<file path="config.mk">
export PLATFORM = sky130hd
export DESIGN_NAME = hilo_mac_reg
export DESIGN_NICKNAME = d
export VERILOG_FILES = /design/src/rtl/hilo_mac_reg.sv
export SDC_FILE = /design/constraint.sdc
export NUM_CORES = 1
export LEC_CHECK = 0
export BUFFER_PORTS_ARGS = -buffer_cell sky130_fd_sc_hd__buf_4
export CORE_UTILIZATION = 45
export CTS_BUF_LIST = sky130_fd_sc_hd__clkbuf_8 sky130_fd_sc_hd__clkbuf_16
export CTS_CLUSTER_DIAMETER = 200
export DETAILED_ROUTE_END_ITERATION = 6
export PLACE_DENSITY = 0.67
export SLEW_MARGIN = 10
export SYNTH_ARGS = -nofsm -noshare
export SYNTH_HDL_FRONTEND = slang
export SYNTH_SLANG_ARGS = --single-unit
</file>
<file path="constraint.sdc">
create_clock -name clk -period 5.25 [get_ports clk]
set_input_delay 0.525 -clock clk [delete_from_list [all_inputs] [get_ports clk]]
set_output_delay 0.525 -clock clk [all_outputs]
set_load 0.05 [all_outputs]
</file>
<file path="src/rtl/hilo_mac_reg.sv">
// HI/LO special-register pair with a two-cycle multiply-accumulate path.
// Optional zero-cycle read-after-write forwarding: define HILO_BYPASS_EN.
module hilo_mac_reg #(
  parameter int DATA_W = 32
) (
  input  logic                  clk,
  input  logic                  rst,
  input  logic                  flush,
  input  logic                  op_valid,
  input  logic [2:0]            op,
  input  logic [DATA_W-1:0]     hi_i,
  input  logic [DATA_W-1:0]     lo_i,
  input  logic [2*DATA_W-1:0]   prod_i,
  output logic                  stall_o,
  output logic                  acc_done_o,
  output logic [DATA_W-1:0]     hi_o,
  output logic [DATA_W-1:0]     lo_o
);

  localparam logic [2:0] OP_WHI  = 3'b001;
  localparam logic [2:0] OP_WLO  = 3'b010;
  localparam logic [2:0] OP_WB   = 3'b011;
  localparam logic [2:0] OP_MADD = 3'b100;
  localparam logic [2:0] OP_MSUB = 3'b101;

  typedef enum logic {IDLE, ACC} state_t;

  state_t                state, state_nxt;
  logic [DATA_W-1:0]     hi_q, lo_q, hi_nxt, lo_nxt;
  logic [2*DATA_W-1:0]   pipe_q, pipe_nxt, acc_sum;
  logic                  acc_done_q, done_nxt;
  logic                  accept;

  always_comb begin
    state_nxt = state;
    hi_nxt    = hi_q;
    lo_nxt    = lo_q;
    pipe_nxt  = pipe_q;
    done_nxt  = 1'b0;
    stall_o   = 1'b0;
    accept    = op_valid && !flush;
    acc_sum   = {hi_q, lo_q} + pipe_q;

    case (state)
      IDLE: begin
        if (accept) begin
          case (op)
            OP_WHI: hi_nxt = hi_i;
            OP_WLO: lo_nxt = lo_i;
            OP_WB: begin
              hi_nxt = hi_i;
              lo_nxt = lo_i;
            end
            OP_MADD: begin
              pipe_nxt  = prod_i;
              state_nxt = ACC;
              stall_o   = 1'b1;
            end
            OP_MSUB: begin
              // subtract by accumulating the wrapped negation
              pipe_nxt  = -prod_i;
              state_nxt = ACC;
              stall_o   = 1'b1;
            end
            default: ;
          endcase
        end
      end
      ACC: begin
        // op inputs are still held by upstream here and must not re-issue
        state_nxt = IDLE;
        if (!flush) begin
          {hi_nxt, lo_nxt} = acc_sum;
          done_nxt         = 1'b1;
        end
      end
      default: state_nxt = IDLE;
    endcase
  end

  always_ff @(posedge clk) begin
    if (rst) begin
      state      <= IDLE;
      hi_q       <= '0;
      lo_q       <= '0;
      pipe_q     <= '0;
      acc_done_q <= 1'b0;
    end else begin
      state      <= state_nxt;
      hi_q       <= hi_nxt;
      lo_q       <= lo_nxt;
      pipe_q     <= pipe_nxt;
      acc_done_q <= done_nxt;
    end
  end

  assign acc_done_o = acc_done_q;

`ifdef HILO_BYPASS_EN
  // next-state values equal the registers for any half not written this cycle
  assign hi_o = hi_nxt;
  assign lo_o = lo_nxt;
`else
  assign hi_o = hi_q;
  assign lo_o = lo_q;
`endif

endmodule

</file>
==> results by group, run 1 <==
Finish
  • Leading cell type in the layout, fill and taps excluded: buf_4
  • N_diodes: 0
  • Commonest non-fill, non-tap cells in the layout: 208 x buf_4, 154 x nor2_1, 129 x dfxtp_1
  • Final net count: 1665
  • Util after Layout: approximately 56%
  • Post-route insts no fill: 1758
  • Syn-to-layout area delta: 21.47%
  • Share of cells above drive strength 1: a little under a fifth

Critical path
  • Register-to-Register Setup Slack: 1.75 ns
  • CP max FO: 6
  • CP Capture Type: register
  • Startpoint types: register
  • Setup Crit Path Kind: reg -> reg
  • CP Launch Point: lo_o[0]
  • CP required: 5.51 ns
  • WP data arrival: 3.76 ns
  • R2r startpoint: lo_o[0]
  • Reg-to-reg endpoint: hi_o[30]
  • Worst reg2reg path depth: 12

Pwr
  • P_leak: around 5.1 nW
  • Power Density: about 220 nW/um2
  • Peak VDD IR: 0.0001560 V
  • Overall power: between 0.002 and 0.003 W

Synthesis
  • Netlist cell types: 74
  • Post-synth top area share: 25.62%
  • Synth warnings: 0
  • Cell Area, Synth: 10160 um2
  • Sequential share of the synthesized area: 25.62%
  • Synth area leaders: dfxtp_1 26%, ha_1 7.9%, xnor2_1 6.0%
  • Yosys top cell by area: dfxtp_1
  • Ys flop type: dfxtp_1
  • Seq cells post-synth: 130
  • EDFF count, synth: 0
  • Post-Syn Instances: 1320
  • Syn nets: 1520
  • Async set-or-reset flop fraction in the synthesized netlist: 0%
  • Mean Syn Cell Area: 7.696 um2

Hold path
  • Hold Crit Class: in -> reg
  • WHS Endpoint: pipe_q[0]
  • WHS Path Cells: 3
  • HP Start: prod_i[0]

STA
  • Relative slew slack: between 20% and 30%
  • Fmax: 285.6 MHz
  • Final setup violating endpoints: 0
  • Worst-Margin Slew: between 1 and 1.5 ns
  • RSZ-0062 raised after global routing: no
  • Setup ws final: 1.748 ns
  • Fin crit share: 66.70%
  • Pins Over Slew Limit: 0
  • Clk_skew: 0.008441 ns
  • Tmin final: ~3.5 ns
  • Fin. Hold Viols: 0
  • Setup TNS: 0 ns

Drt
  • Starting DRT DRC Count: 693
  • Detailed-route via count: 10.42k
  • DR WL/cell: 19.40 um
  • Post-Route WL: 34.11 mm
  • Remaining antenna violation count: 0
  • Drt drc: 13
  • Vias per cell: around 6
  • DRT Pass-1 Iters: 7

CTS
  • Clock Pin Slew Worst Setup and Hold Paths: 0.06 ns
  • Clock Tree Buf Depth: 2
  • Htree depth: 4
  • Worst-Skew Late Latency: 0.42 ns
  • Hold buffers post-CTS: 0
  • Clk root buf: clkbuf_16
  • CTS Sinks: 130
  • TritonCTS clock tree: done
  • TritonCTS Buffers: 17
  • Cts repair resizes: 0
  • Setup Buffers After CTS: 0

GRT
  • Met1 usage: 42.10%
  • Met2 GRT Util: 45.93%
  • Vias in the first global route: 9896
  • Pin count of the biggest net entering global routing: 94
  • Grt met3 use: 3.811%
  • Global-route wire length before repair: 54.13 mm
  • Gr ovfl total: 0
  • GRT Overall Usage: 29.36%
  • Most used routing layer in global routing: met2
  • Initial antenna violation count: 0

Die
  • Die width: approximately 150 um
  • Core Footprint: 21960 um2
  • Row Count: 54
  • Chip height: about 150 um
  • Die area: 23180 um2
  • Initial Util: 46.26%
  • Top-Level Pins: 201

Status
  • Failing checks: design-rule violations
  • Status: complete, but fails checks

Placed design
  • Placed Instances: 1726
  • Post-detail-place hpwl: 25.86 mm
  • PortBufs: 200
  • Pre-CTS WS: 1.777 ns
  • Placer congestion estimate: 0.9259

Flow run
  • Max-Cap Viols: 0
==> per-layer routing <==
metal / routed length [um] / vias to the layer above
met3: 2187 / 43
met2: 15150 / 387
met5: 0 / -
met1: 16070 / 4833
met4: 709 / 0
li1: - / 5159
==> synth_stat cells (7+ instances only) <==
library cell / instances
a211oi_1: 79
a21o_1: 41
a21oi_1: 115
a221oi_1: 24
a31oi_1: 22
a41oi_1: 7
and2_1: 10
and3_1: 14
clkbuf_1: 72
dfxtp_1: 130
ha_1: 64
inv_1: 28
mux2i_1: 26
nand2_1: 100
nand2b_1: 10
nand3_1: 18
nand4_1: 13
nor2_1: 155
nor2b_1: 9
nor3_1: 27
nor3b_1: 13
o21ai_0: 81
o21bai_1: 10
o31ai_1: 10
or3_1: 16
xnor2_1: 70
xor2_1: 48
==> registers in the layout, indices dropped and copies added, names as in the netlist <==
signal,count
state,1
hi_o,32
pipe_q,64
acc_done_o,1
lo_o,32
==> worst max-delay path: stages (launching register included) <==
cell and delay [ns]:
dfxtp_1 0.34, ha_1 0.24, fa_1 0.42, a211oi_1 0.22, o21ai_1 0.17, o21a_1 0.22
o31ai_2 0.44, o32ai_1 0.16, nor2_2 0.31, o211ai_1 0.27, a41oi_1 0.28, xor2_1 0.17
o22ai_1 0.10
==> cells by family (layout without fill, tap and decap cells) <==
| kind of cell | count (synthesis) | after routing | share of synthesized area [%] |
|---|---|---|---|
| AOI/OAI and AO/OA | 451 | 451 | 29.24 |
| adders and majority gates | 65 | 65 | 8.080 |
| xor gates and xnor gates | 118 | 118 | 10.17 |
| muxes | 26 | 26 | 2.562 |
| and+or+nand+nor | 420 | 420 | 20.19 |
| DFF | 130 | 130 | 25.62 |
| buffers and inverters | 110 | 268 | 4.138 |
==> per-stage QoR <==
| step | hold WS (ns) | instance area, um2 |
|---|---|---|
| 2_1_floorplan | 0.4356 | 10160 |
| 3_3_place_gp | 0.4531 | 11770 |
| 3_5_place_dp | 0.4603 | 11770 |
| 4_1_cts | 0.3609 | 12340 |
| 5_1_grt | 0.3840 | 12340 |
| 6_report | 0.3712 | 12340 |
==> power by group <==
group	total, W	switching (W)	internal, W
clock	0.00117	0.000501	0.000669
combinational	0.000504	0.000297	0.000207
sequential	0.00105	0.0000324	0.00102
==> worst max path at each step <==
stage	end	slack [ns]	depth (start not counted)
after floorplan	hi_o[23]	1.99	12
after global placement	pipe_q[63]	1.87	10
after detailed placement	pipe_q[63]	1.78	10
after CTS	hi_o[30]	1.74	12
after global routing	hi_o[30]	1.41	12
final	hi_o[30]	1.75	12
==> final cells by class <==
type / instances / area, um2
Fill cell: 2191 / 9619
Tap cell: 280 / 350.3
Timing Repair Buffer: 208 / 1562
Clock buffer: 18 / 439.2
Clock inverter: 14 / 130.1
Multi-Input combinational cell: 1080 / 7146
Inverter: 28 / 106.4
Sequential cell: 130 / 2606
(Power assumes the default switching activity.)
==> inputs of run 2 (changes only) <==
--- a/config.mk
+++ b/config.mk
@@ -10,7 +10,7 @@
 export CTS_BUF_LIST = sky130_fd_sc_hd__clkbuf_8 sky130_fd_sc_hd__clkbuf_16
 export CTS_CLUSTER_DIAMETER = 200
 export DETAILED_ROUTE_END_ITERATION = 6
-export PLACE_DENSITY = 0.67
+export PLACE_DENSITY = 0.7
 export SLEW_MARGIN = 10
 export SYNTH_ARGS = -nofsm -noshare
 export SYNTH_HDL_FRONTEND = slang
==> constraint.sdc (replaced) <==
create_clock -name clk -period 2.96 [get_ports clk]
set_input_delay 0.296 -clock clk [delete_from_list [all_inputs] [get_ports clk]]
set_output_delay 0.296 -clock clk [all_outputs]
set_load 0.05 [all_outputs]
==> run 2 against run 1 <==
Effect of this change:
- the flow still finishes with violations (design-rule violations)
- critical path depth did not move
- first-iteration DRC count rose by 13%
- hold slack got worse by 0.23 ns
- global-route usage grew 0.69 points
- cell area rose by 12%
- clock skew about the same
- combinational power is 97% higher
- final cell count is 7.5% higher
- sequential cell count unchanged
- core utilization grew 6.5 points
==> results by group, run 2 (synthesis results as in run 1) <==
Drt
  • Drt drc: 10 (was 13)
  • Vias per cell: 5.854 (was 5.928)
  • DR WL/cell: 18.72 um (was 19.40 um)
  • DRT Pass-1 Iters: 7 (unchanged)
  • Post-Route WL: 35.36 mm (was 34.11 mm)
  • Detailed-route via count: 11.06k (was 10.42k)
  • Remaining antenna violation count: 0 (unchanged)
  • Starting DRT DRC Count: 781 (was 693)

STA
  • Fmax: 340.4 MHz (was 285.6 MHz)
  • Relative slew slack: 40.68% (was 21.05%)
  • Fin crit share: 99.25% (was 66.70%)
  • Worst-Margin Slew: 0.8877 ns (was 1.184 ns)
  • Pins Over Slew Limit: 0 (unchanged)
  • Clk_skew: 0.008417 ns (was 0.008441 ns)
  • Setup TNS: 0 ns (unchanged)
  • Final setup violating endpoints: 0 (unchanged)
  • Worst Hold Margin: 0.1369 ns (was 0.3712 ns)
  • Fin. Hold Viols: 0 (unchanged)
  • Tmin final: 2.938 ns (was 3.502 ns)
  • RSZ-0062 raised after global routing: yes (was no)

Hold path
  • HP Start: prod_i[0] (unchanged)
  • Hold Crit Class: in -> reg (unchanged)

Die
  • Top-Level Pins: 201 (unchanged)
  • Row Count: 54 (unchanged)
  • Die area: 23180 um2 (unchanged)
  • Die width: 152.2 um (unchanged)
  • Core Footprint: 21960 um2 (unchanged)
  • Initial Util: 46.26% (unchanged)
  • Chip height: 152.2 um (unchanged)

Critical path
  • Startpoint types: register (unchanged)
  • Setup Crit Path Kind: reg -> reg (unchanged)
  • CP Capture Type: register (unchanged)
  • WP data arrival: 3.22 ns (was 3.76 ns)
  • CP max FO: 3 (was 6)
  • Cell Chain, Critical Path: ha_4 > fa_2 > a211oi_2 > o21ai_2 > o21a_1 > o31ai_4 > o32ai_2 > nor2_2 > o211ai_1 > a41oi_2 > xor2_1 > o22ai_1 (was ha_1 > fa_1 > a211oi_1 > o21ai_1 > o21a_1 > o31ai_2 > o32ai_1 > nor2_2 > o211ai_1 > a41oi_1 > xor2_1 > o22ai_1)
  • CP Launch Point: lo_o[0] (unchanged)
  • CP required: 3.24 ns (was 5.51 ns)
  • Slowest cell delay on critical path: 0.36 ns (was 0.44 ns)
  • R2r startpoint: lo_o[0] (unchanged)
  • Slowest cell on crit path: fa_2 (was o31ai_2)

CTS
  • Clock Pin Slew Worst Setup and Hold Paths: 0.06 ns (about the same)
  • Clock Tree Buf Depth: 2 (unchanged)
  • CTS Sinks: 130 (unchanged)
  • TritonCTS clock tree: done (unchanged)
  • Hold buffers post-CTS: 0 (unchanged)
  • Htree depth: 4 (unchanged)
  • Clk root buf: clkbuf_16 (unchanged)
  • Worst-Skew Late Latency: 0.43 ns (was 0.42 ns)
  • TritonCTS Buffers: 17 (unchanged)

Placed design
  • Placed Instances: 1853 (was 1726)
  • Post-detail-place hpwl: 27.31 mm (was 25.86 mm)
  • PortBufs: 200 (unchanged)
  • Placer congestion estimate: 0.9423 (was 0.9259)

Finish
  • N_diodes: 0 (unchanged)
  • Max reg flops: 64 (unchanged)
  • Util after Layout: 62.67% (was 56.19%)
  • Share of cells above drive strength 1: 28.40% (was 18.34%)
  • Leading cell type in the layout, fill and taps excluded: buf_4 (unchanged)
  • Filler instances: 2008 (was 2191)
  • Final net count: 1796 (was 1665)
  • Syn-to-layout area delta: 35.46% (was 21.47%)
  • Register with the most flip-flops: pipe_q (unchanged)
  • Commonest non-fill, non-tap cells in the layout: 336 x buf_4, 154 x nor2_1, 120 x dfxtp_1 (was 208 x buf_4, 154 x nor2_1, 129 x dfxtp_1)
  • Post-route insts no fill: 1889 (was 1758)

Pwr
  • P_leak: 5.808 nW (was 5.100 nW)
  • Overall power: 0.005047 W (was 0.002727 W)
  • Peak VDD IR: 0.0002686 V (was 0.0001560 V)
  • Power Density: 366.8 nW/um2 (was 221.0 nW/um2)

Flow run
  • Max-Cap Viols: 0 (unchanged)

GRT
  • GRT Overall Usage: 30.05% (was 29.36%)
  • Vias in the first global route: 10.47k (was 9896)
  • Initial antenna violation count: 0 (unchanged)
  • Pin count of the biggest net entering global routing: 67 (was 94)
  • Gr ovfl total: 0 (unchanged)
  • Global-route wire length before repair: 55.19 mm (was 54.13 mm)

Status
  • Failing checks: design-rule violations (unchanged)
  • Status: complete, but fails checks (unchanged)
run 2: changes by cell type in the layout (fill, tap and decap cells not counted), sizes merged:
cell	delta
buf	+131
bufinv	+1
inv	+1
clkinvlp	-2
run 2: per-stage QoR:
step | setup slack, ns | instance area [um2]
3_3_place_gp | -0.07077 | 12790
2_1_floorplan | -0.002745 | 10200
5_1_grt | -0.1500 | 13760
3_5_place_dp | -0.1157 | 12790
4_1_cts | 0.0004368 | 13540
6_report | 0.02226 | 13760
run 2: report_power, final:
group          switching (W)  total, W  internal, W
logic               0.000559  0.000992     0.000433
clock network       0.000894   0.00219      0.00130
registers          0.0000532   0.00186      0.00181
run 2: path summary, 6_finish.rpt:
kind / to / slack (ns) / depth (start not counted)
max: hi_o[30] / 0.02 / 12
min: pipe_q[0] / 0.14 / 3
max reg2reg: hi_o[30] / 0.02 / 12
min reg2reg: pipe_q[60] / 0.46 / 2
run 2: layout make-up:
class / count / area (um2) / area share, %
Clock buffer: 18 / 450.4 / 3.273
Timing Repair Buffer: 339 / 2574 / 18.70
Clock inverter: 14 / 151.4 / 1.100
Multi-Input combinational cell: 1080 / 7503 / 54.53
Tap cell: 280 / 350.3 / 2.546
Inverter: 28 / 106.4 / 0.7729
Sequential cell: 130 / 2625 / 19.08
run 2: timing repair:
item | in CTS | in global routing
pin swaps | 10 | 27
setup buffers | 4 | 1
setup endpoints to repair | 15 | 28
gates resized for setup | 24 | 40
run 2: critical path: cells and delay by family, from the launching register on:
family / cells / cell delay, ns
AOI/OAI and AO/OA: 8 / 1.53
xor gates and xnor gates: 1 / 0.16
adders and majority gates: 2 / 0.52
DFF: 1 / 0.35
and+or+nand+nor: 1 / 0.20
run 2: routing by layer:
layer  track usage (%)  wire length, um  vias to the layer above
li1                  -                -                     5421
met1             40.76            15890                     5167
met2             48.19            15960                      402
met3             4.352             2379                       68
met4             11.32             1130                        0
met5                 0                0                        -
